[src/rtl/sseg_pkg.sv]
// Shared types and segment patterns for the stopwatch seven-segment display.
// Optional blink support in the top is enabled with SSEG_BLINK_EN.
package sseg_pkg;

    typedef enum logic [1:0] {
        UP_WAIT   = 2'b00,
        UP_RUN    = 2'b01,
        DOWN_WAIT = 2'b10,
        DOWN_RUN  = 2'b11
    } sw_state_e;

    typedef enum logic {
        LAP_OFF = 1'b0,
        LAP_ON  = 1'b1
    } lap_state_e;

    // Bit order {g,f,e,d,c,b,a}, active-high
    localparam logic [6:0] SEG_0     = 7'b011_1111;
    localparam logic [6:0] SEG_1     = 7'b000_0110;
    localparam logic [6:0] SEG_2     = 7'b101_1011;
    localparam logic [6:0] SEG_3     = 7'b100_1111;
    localparam logic [6:0] SEG_4     = 7'b110_0110;
    localparam logic [6:0] SEG_5     = 7'b110_1101;
    localparam logic [6:0] SEG_6     = 7'b111_1100;
    localparam logic [6:0] SEG_7     = 7'b010_0111;
    localparam logic [6:0] SEG_8     = 7'b111_1111;
    localparam logic [6:0] SEG_9     = 7'b110_1111;
    localparam logic [6:0] SEG_BLANK = 7'b000_0000;
    localparam logic [6:0] SEG_DASH  = 7'b100_0000;

    function automatic logic is_up(input logic [1:0] s);
        return (s == UP_WAIT) || (s == UP_RUN);
    endfunction

    function automatic logic is_down(input logic [1:0] s);
        return (s == DOWN_WAIT) || (s == DOWN_RUN);
    endfunction

    function automatic logic is_wait(input logic [1:0] s);
        return (s == UP_WAIT) || (s == DOWN_WAIT);
    endfunction

endpackage

[src/rtl/sseg_decode.sv]
// BCD nibble to seven-segment pattern; codes above 9 display blank.
module sseg_decode
    import sseg_pkg::*;
(
    input  logic [3:0] bcd,
    output logic [6:0] seg
);

    always_comb begin
        seg = SEG_BLANK;
        case (bcd)
            4'd0:    seg = SEG_0;
            4'd1:    seg = SEG_1;
            4'd2:    seg = SEG_2;
            4'd3:    seg = SEG_3;
            4'd4:    seg = SEG_4;
            4'd5:    seg = SEG_5;
            4'd6:    seg = SEG_6;
            4'd7:    seg = SEG_7;
            4'd8:    seg = SEG_8;
            4'd9:    seg = SEG_9;
            default: seg = SEG_BLANK;
        endcase
    end

endmodule

[src/rtl/sseg_scan_ctrl.sv]
// Multiplexed seven-segment scanner with lap snapshot and zero blanking.
// Define SSEG_BLINK_EN to blink the display in the wait states.
module sseg_scan_ctrl
    import sseg_pkg::*;
#(
    parameter int N_DIGITS  = 4,
    parameter int SCAN_DIV  = 50000,
    parameter int DP_POS    = 2,
    parameter int LZ_BLANK  = 1,
    parameter int BLINK_DIV = 64
) (
    input  logic                  clk,
    input  logic                  reset,
    input  logic [1:0]            current_state,
    input  logic [4*N_DIGITS-1:0] digits_in,
    input  logic                  lap_toggle,
    input  logic                  lap_capture,
    output logic [6:0]            seg,
    output logic                  dp,
    output logic [N_DIGITS-1:0]   an,
    output logic                  lap_on
);

    localparam int PW = $clog2(SCAN_DIV);
    localparam int IW = $clog2(N_DIGITS);

    logic [PW-1:0]         presc;
    logic [IW-1:0]         idx;
    logic                  tick;

    lap_state_e            lap_q;
    lap_state_e            lap_d;
    logic                  snap_load;
    logic [4*N_DIGITS-1:0] snap;

    logic [4*N_DIGITS-1:0] src;
    logic [N_DIGITS-1:0]   zero_up;
    logic [3:0]            nib;
    logic                  blank;
    logic [6:0]            seg_raw;
    logic [6:0]            seg_nxt;
    logic                  dp_nxt;
    logic [N_DIGITS-1:0]   an_nxt;
    logic                  dark;

    assign tick = (presc == PW'(SCAN_DIV - 1));

    always_ff @(posedge clk) begin
        if (reset) begin
            presc <= '0;
            idx   <= '0;
        end else begin
            if (tick) begin
                presc <= '0;
                idx   <= (idx == IW'(N_DIGITS - 1)) ? '0 : idx + 1'b1;
            end else begin
                presc <= presc + 1'b1;
            end
        end
    end

    // Down-counting states override any toggle request
    always_comb begin
        lap_d     = lap_q;
        snap_load = 1'b0;
        if (is_down(current_state)) begin
            lap_d = LAP_OFF;
        end else begin
            unique case (lap_q)
                LAP_OFF: begin
                    if (lap_toggle && is_up(current_state)) begin
                        lap_d     = LAP_ON;
                        snap_load = 1'b1;
                    end
                end
                LAP_ON: begin
                    if (lap_toggle) begin
                        lap_d = LAP_OFF;
                    end else if (lap_capture) begin
                        snap_load = 1'b1;
                    end
                end
            endcase
        end
    end

    always_ff @(posedge clk) begin
        if (reset) begin
            lap_q <= LAP_OFF;
            snap  <= '0;
        end else begin
            lap_q <= lap_d;
            if (snap_load) begin
                snap <= digits_in;
            end
        end
    end

    assign lap_on = (lap_q == LAP_ON);
    assign src    = lap_on ? snap : digits_in;

    // zero_up[i]: digit i and every digit above it are zero
    always_comb begin
        zero_up = '0;
        zero_up[N_DIGITS-1] = (src[4*N_DIGITS-1 -: 4] == 4'd0);
        for (int i = N_DIGITS - 2; i >= 0; i--) begin
            zero_up[i] = zero_up[i+1] && (src[4*i +: 4] == 4'd0);
        end
    end

    assign nib   = src[{idx, 2'b00} +: 4];
    assign blank = (LZ_BLANK != 0) && (idx != '0) && zero_up[idx];

    sseg_decode u_decode (
        .bcd (nib),
        .seg (seg_raw)
    );

    assign seg_nxt = blank ? SEG_BLANK : seg_raw;
    assign dp_nxt  = (int'(idx) == DP_POS);
    assign an_nxt  = N_DIGITS'(1) << idx;

`ifdef SSEG_BLINK_EN
    localparam int BW = (BLINK_DIV > 1) ? $clog2(BLINK_DIV) : 1;

    logic [BW-1:0] blink_cnt;
    logic          blink_off;

    always_ff @(posedge clk) begin
        if (reset) begin
            blink_cnt <= '0;
            blink_off <= 1'b0;
        end else if (tick) begin
            if (blink_cnt == BW'(BLINK_DIV - 1)) begin
                blink_cnt <= '0;
                blink_off <= ~blink_off;
            end else begin
                blink_cnt <= blink_cnt + 1'b1;
            end
        end
    end

    assign dark = blink_off && is_wait(current_state);
`else
    // Without blinking the display is never dark; BLINK_DIV has no role
    assign dark = (BLINK_DIV < 0);
`endif

    // seg, dp and an share one register stage so digits never ghost
    always_ff @(posedge clk) begin
        if (reset) begin
            seg <= SEG_DASH;
            dp  <= 1'b0;
            an  <= N_DIGITS'(1);
        end else if (dark) begin
            seg <= SEG_BLANK;
            dp  <= 1'b0;
            an  <= '0;
        end else begin
            seg <= seg_nxt;
            dp  <= dp_nxt;
            an  <= an_nxt;
        end
    end

endmodule
[config.mk]
export PLATFORM = sky130hd
export DESIGN_NAME = sseg_scan_ctrl
export DESIGN_NICKNAME = d
export VERILOG_FILES = /design/src/rtl/sseg_pkg.sv /design/src/rtl/sseg_decode.sv /design/src/rtl/sseg_scan_ctrl.sv
export SDC_FILE = /design/constraint.sdc
export NUM_CORES = 1
export LEC_CHECK = 0
export CAP_MARGIN = 20
export CORE_MARGIN = 5
export CORE_UTILIZATION = 53
export CTS_CLUSTER_DIAMETER = 120
export DETAILED_ROUTE_END_ITERATION = 7
export GPL_TIMING_DRIVEN = 0
export PLACE_DENSITY_LB_ADDON = 0.12
export SLEW_MARGIN = 20
export SYNTH_ARGS = -nofsm -noshare
export SYNTH_HDL_FRONTEND = slang
export SYNTH_SLANG_ARGS = --single-unit
export TNS_END_PERCENT = 20
[constraint.sdc]
create_clock -name clk -period 3.1 [get_ports clk]
set_clock_uncertainty 0.2 [all_clocks]
set_input_delay 0.31 -clock clk [delete_from_list [all_inputs] [get_ports clk]]
set_output_delay 0.31 -clock clk [all_outputs]
set_load 0.05 [all_outputs]
==> out/metrics.yaml, run 1 <==
run_status:
  status: "complete, no violations"
cts:
  clock_path_buffers: 2
  cts_resized: 0
  clock-sinks: 47
  cts_tree: "yes"
  cts_made_buffers: 5
  clock_latency_ps: 300
  h-tree-depth: 2
  holdBufCountCts: 0
  cts_setup_buffers: 0
  root_buffer: "clkbuf_8"
  clkSlewWorstSetupHoldPaths_ps: 90
timing:
  finalSetupViolCount: 0
  worst_pin_slew_ps: 538
  max_freq_mhz: 382
  finalHoldViolCount: 0
  holdWs_ps: 276
  slew_viol_final: 0
  period_minus_slack_ps: 2620
  slew_headroom: 0.641
  rsz0062_at_grt: "no"
  period_share: 0.844
  setup_tns_ps: 0
critical_path:
  worstSetupEndpointType: "register"
  cp_slowest_cell: "mux4_1"
  crit_path_start_kind: "register"
  cp.required_ps: 3120
  worst-setup-path-type: "reg2reg"
  rr_worst_depth: 7
  rrSetupSlack_ps: 480
  critical_path_arrival_ps: 2640
  worst-path-buf-inv: 2
  crit_family: "multiplexers"
  max_stage_delay_ps: 570
  r2r_start: "idx[1]"
  worstPathMaxFanout: 10
  rr_endpoint: "seg[1]"
  crit_chain: "buf_6 -> mux4_1 -> mux2i_1 -> ha_1 -> inv_1 -> o21ai_0 -> a211oi_1"
routing:
  num_vias: 1759
  postRouteAntennaNets: 0
  via_per_inst: 5.48
  wl_mm: 4.44
  wl_per_cell_um: 13.8
  drc: 0
  dr.pass1.iters: 4
  drt-initial-drc-count: 78
logic_synthesis:
  ys_ff_latch: 47
  ys_top_cells_by_area: "dfxtp_1 41%, mux2i_1 9.5%, mux4_1 7.9%, nor2_1 5.8%, ha_1 4.9%"
  yosysWarningCount: 0
  synth_top_area_cell: "dfxtp_1"
  synth_cell_types: 42
  synthFlopType: "dfxtp_1"
  syn-instance-count: 229
  synth_edf_count: 0
  avgSynthCellArea_sq_um: 10.1
  synth_top_cell_area_share: 0.406
  ys_async_sr_fraction: 0
  syn-num-nets: 260
  syn-cell-area_sq_um: 2320
  seq_area_frac_synth: 0.406
global_route:
  grt_max_degree: 14
  antenna_found_initial: 0
  grt.total_usage: 0.156
  grt_pass1_wl_mm: 7.57
  grt_pass1_vias: 1591
  grt.overflow.total: 0
placed_design:
  portBuffers: 33
  dp_hpwl_mm: 3.29
  gp_congestion: 0.815
  placed_cells: 314
worst_hold_path:
  hold_depth: 1
  min_path_type: "reg2reg"
  min_from: "presc[0]"
  whs_endpoint: "presc[0]"
die:
  io-pin-count: 35
  die_h_um: 76.1
  start_util: 0.539
  rows: 24
  coreArea_sq_um: 4290
  dieArea_sq_um: 5790
  die_w_um: 76.1
cells_and_area:
  final_cell_mix: "47 x dfxtp_1, 36 x nor2_1, 33 x clkdlybuf4s50_1, 22 x mux2i_1"
  num_antenna_cells: 0
  final_nets: 300
  drive_gt1_frac: 0.0781
  syn_to_final_growth_pct: 21.5
  layout_commonest_cell: "dfxtp_1"
  final_cells: 321
pwr:
  power_leakage_nw: 1.05
  power_density_nw_per_um2: 455
  ir_drop_mv: 0.296
run:
  maxCapViolCount: 0
[worst reg2reg max path: cells and delay by family, from the launching register on]
family,cells,cell delay [ps]
buf+inv,2,260
compound gates,2,320
flops,1,440
fa+ha+maj,1,310
mux,2,990
[cell usage after synthesis, types with 2 or more instances]
cell type,n
nor2_1,36
clkbuf_1,6
mux4_1,7
a21oi_1,7
nand2_1,11
nand3_1,4
o21ai_0,4
nor4_1,7
mux2i_4,2
xnor2_1,9
or2_2,2
dfxtp_1,47
o41ai_1,2
and4_1,2
nand4_1,3
ha_1,9
buf_2,3
and3_1,2
xor2_1,6
nor3_1,11
mux2i_1,22
inv_1,7
[where the power goes]
| group | switching (mW) | total (mW) | internal [mW] | leakage, nW |
|---|---|---|---|---|
| logic | 0.111 | 0.204 | 0.0935 | 0.618 |
| registers | 0.0142 | 0.641 | 0.627 | 0.383 |
| clock network | 0.197 | 0.434 | 0.236 | 0.0513 |
| total | 0.322 | 1.28 | 0.957 | 1.05 |
[metal layers]
metal / wire length [um] / vias to the layer above / track usage
met3: 268 / 5 / 0.0426
met4: 72 / 0 / 0.0577
li1: - / 894 / -
met1: 2250 / 814 / 0.218
met2: 1850 / 46 / 0.229
met5: 0 / - / 0
[cells by family after synthesis]
family	synth area share
adders and majority gates	0.0486
AOI/OAI and AO/OA	0.0519
xor gates and xnor gates	0.0567
and+or+nand+nor	0.186
DFF	0.406
muxes	0.215
buffers and inverters	0.0357
[flip-flops by register name, summed over array words and instances (netlist names)]
| name | cells |
|---|---|
| presc | 16 |
| an | 4 |
| dp | 1 |
| lap_on | 1 |
| seg | 7 |
| snap | 16 |
| idx | 2 |
[per-stage QoR]
step | instance area, sq um | power, mW | worst slack (ps) | utilization
after floorplan | 2320 | 0.786 | 505 | -
after global placement | 2710 | 0.857 | 384 | 0.631
after detailed placement | 2710 | 0.859 | 351 | 0.631
after CTS | 2810 | 1.29 | 465 | 0.655
after global routing | 2810 | 1.34 | 186 | 0.655
final | 2810 | 1.28 | 484 | 0.655
[cell type report]
| cell class | count | area, sq um |
|---|---|---|
| Buffer | 10 | 48.8 |
| Clock buffer | 6 | 72.6 |
| Clock inverter | 1 | 30.0 |
| Fill cell | 354 | 1480 |
| Inverter | 9 | 33.8 |
| Multi-Input combinational cell | 163 | 1290 |
| Sequential cell | 47 | 941 |
| Tap cell | 52 | 65.1 |
| Timing Repair Buffer | 33 | 330 |
[worst max path at each step]
stage                             from  endpoint  slack, ps  depth (start not counted)
after detailed placement  digits_in[8]    seg[1]        350                          7
after floorplan                 lap_on    seg[3]        500                          9
after CTS                       idx[1]    seg[1]        460                          7
after global routing            idx[1]    seg[3]        190                          8
final                           idx[1]    seg[1]        480                          7
after global placement    digits_in[8]    seg[1]        380                          7
No activity file was read; power rests on OpenSTA's default activity.
==> inputs of run 2 (changes only) <==
==> constraint.sdc (replaced) <==
create_clock -name clk -period 2.5 [get_ports clk]
set_clock_uncertainty 0.2 [all_clocks]
set_input_delay 0.25 -clock clk [delete_from_list [all_inputs] [get_ports clk]]
set_output_delay 0.25 -clock clk [all_outputs]
set_load 0.05 [all_outputs]
==> out/metrics.yaml, run 2 (same netlist as run 1, synthesis figures left out) <==
critical_path:
  cp-startpoint: "idx[1]"
  rr_worst_depth: 8
  critical_path_arrival_ps: 2360
  max_stage_delay_ps: 550
  worstSetupEndpointType: "register"
  crit_chain: "buf_8 -> mux4_1 -> mux2_4 -> buf_4 -> ha_1 -> mux2i_1 -> mux2_4 -> nor3_2"
  rr_endpoint: "seg[4]"
  cp_slowest_cell: "mux4_1"
  r2r_start: "idx[1]"
  path_common_cell: "mux2_4"
  crit_path_start_kind: "register"
  cp.required_ps: 2480
  worstPathMaxFanout: 10
  rrSetupSlack_ps: 120
  worst-setup-path-type: "reg2reg"
routing:
  postRouteAntennaNets: 0
  via_per_inst: 5.52
  drc: 0
  drt-initial-drc-count: 86
  num_vias: 1784
  wl_mm: 4.69
  wl_per_cell_um: 14.5
  dr.pass1.iters: 4
cts:
  clock-sinks: 47
  root_buffer: "clkbuf_8"
  holdBufCountCts: 0
  cts_made_buffers: 5
  h-tree-depth: 2
  clock_latency_ps: 300
  cts_tree: "yes"
  clkSlewWorstSetupHoldPaths_ps: 80
  clock_path_buffers: 2
timing:
  finalSetupViolCount: 0
  slew_headroom: 0.669
  max_freq_mhz: 421
  rsz0062_at_grt: "no"
  worst_pin_slew_ps: 494
  slew_viol_final: 0
  layout_setup_ws_ps: 125
  period_minus_slack_ps: 2380
  period_share: 0.950
  holdWs_ps: 260
  finalHoldViolCount: 0
die:
  io-pin-count: 35
  die_w_um: 76.1
  die_h_um: 76.1
  rows: 24
  start_util: 0.539
  dieArea_sq_um: 5790
  coreArea_sq_um: 4290
global_route:
  grt.total_usage: 0.169
  grt_max_degree: 14
  grt_pass1_vias: 1685
  grt_pass1_wl_mm: 8.20
  grt.overflow.total: 0
  antenna_found_initial: 0
placed_design:
  gp_congestion: 0.815
  postPlaceCellArea_sq_um: 2710
  portBuffers: 33
  placed_cells: 314
  dp_hpwl_mm: 3.48
  pre_cts_slack_ps: -239
pwr:
  power_density_nw_per_um2: 534
  ir_drop_mv: 0.289
  power_leakage_nw: 1.07
  total_power_mw: 1.52
run:
  maxCapViolCount: 0
cells_and_area:
  num_antenna_cells: 0
  top_regs: "presc: 16 flops, snap: 16 flops, seg: 7 flops"
  final_cell_mix: "45 x dfxtp_1, 36 x nor2_1, 33 x clkdlybuf4s50_1, 21 x mux2i_1"
  syn_to_final_growth_pct: 23.2
  final_cells: 323
  fill_cells: 346
  fin_area_sq_um: 2850
  drive_gt1_frac: 0.111
  layout_commonest_cell: "dfxtp_1"
  final_nets: 302
run_status:
  status: "complete, no violations"
worst_hold_path:
  hold_depth: 1
  whs_endpoint: "presc[0]"
  min_path_type: "reg2reg"
  min_from: "presc[0]"
## run 2: cell count changes in the layout (fill, tap and decap cells not counted), moves of 2 or more
cell	before	now
dfxtp_1	47	45
clkbuf_4	0	2
buf_4	0	3
clkbuf_1	7	4
## run 2: metrics by stage
stage	util	setup TNS [ps]
floorplan	-	0
global placement	0.632	-565
detailed placement	0.632	-795
CTS	0.656	0
global route	0.664	0
finish	0.664	0
## run 2: what timing repair did
item,CTS,global route
setup buffers,0,3
gates resized for setup,5,7
setup endpoints to repair,10,22
pin swaps,0,0
## run 2: final cells by class
class	count	area, sq um	area share
sequential	47	946	0.332
buffer	9	55.1	0.0193
clock buffer	6	82.6	0.0289
inverter	9	33.8	0.0118
clock inverter	1	5.00	0.00175
timing repair buffer	36	353	0.124
multi-input combinational	163	1310	0.460
tap	52	65.1	0.0228
## run 2: worst max-delay path by stage
stage	end	slack [ps]	cells after the start
after detailed placement	seg[3]	-240	8
after global routing	seg[0]	5	8
after CTS	seg[3]	40	9
after global placement	seg[0]	-150	8
after floorplan	seg[3]	80	9
final	seg[4]	120	8
## run 2: critical path, delay by kind of cell, from the launching register on
| family | cells | cell delay (ps) |
|---|---|---|
| buffers and inverters | 2 | 310 |
| and+or+nand+nor | 1 | 30 |
| adders and majority gates | 1 | 180 |
| DFF | 1 | 390 |
| muxes | 4 | 1150 |
## run 2: report_power, final
part / switching, mW / internal (mW)
Combinational: 0.141 / 0.124
Sequential: 0.0178 / 0.777
Clock: 0.245 / 0.217
## run 2: routing by layer
metal | vias up | part of all wire | GRT usage
li1 | 893 | - | -
met1 | 833 | 0.48 | 0.231
met2 | 51 | 0.45 | 0.258
met3 | 7 | 0.055 | 0.0437
met4 | 0 | 0.015 | 0.0594
met5 | - | 0 | 0
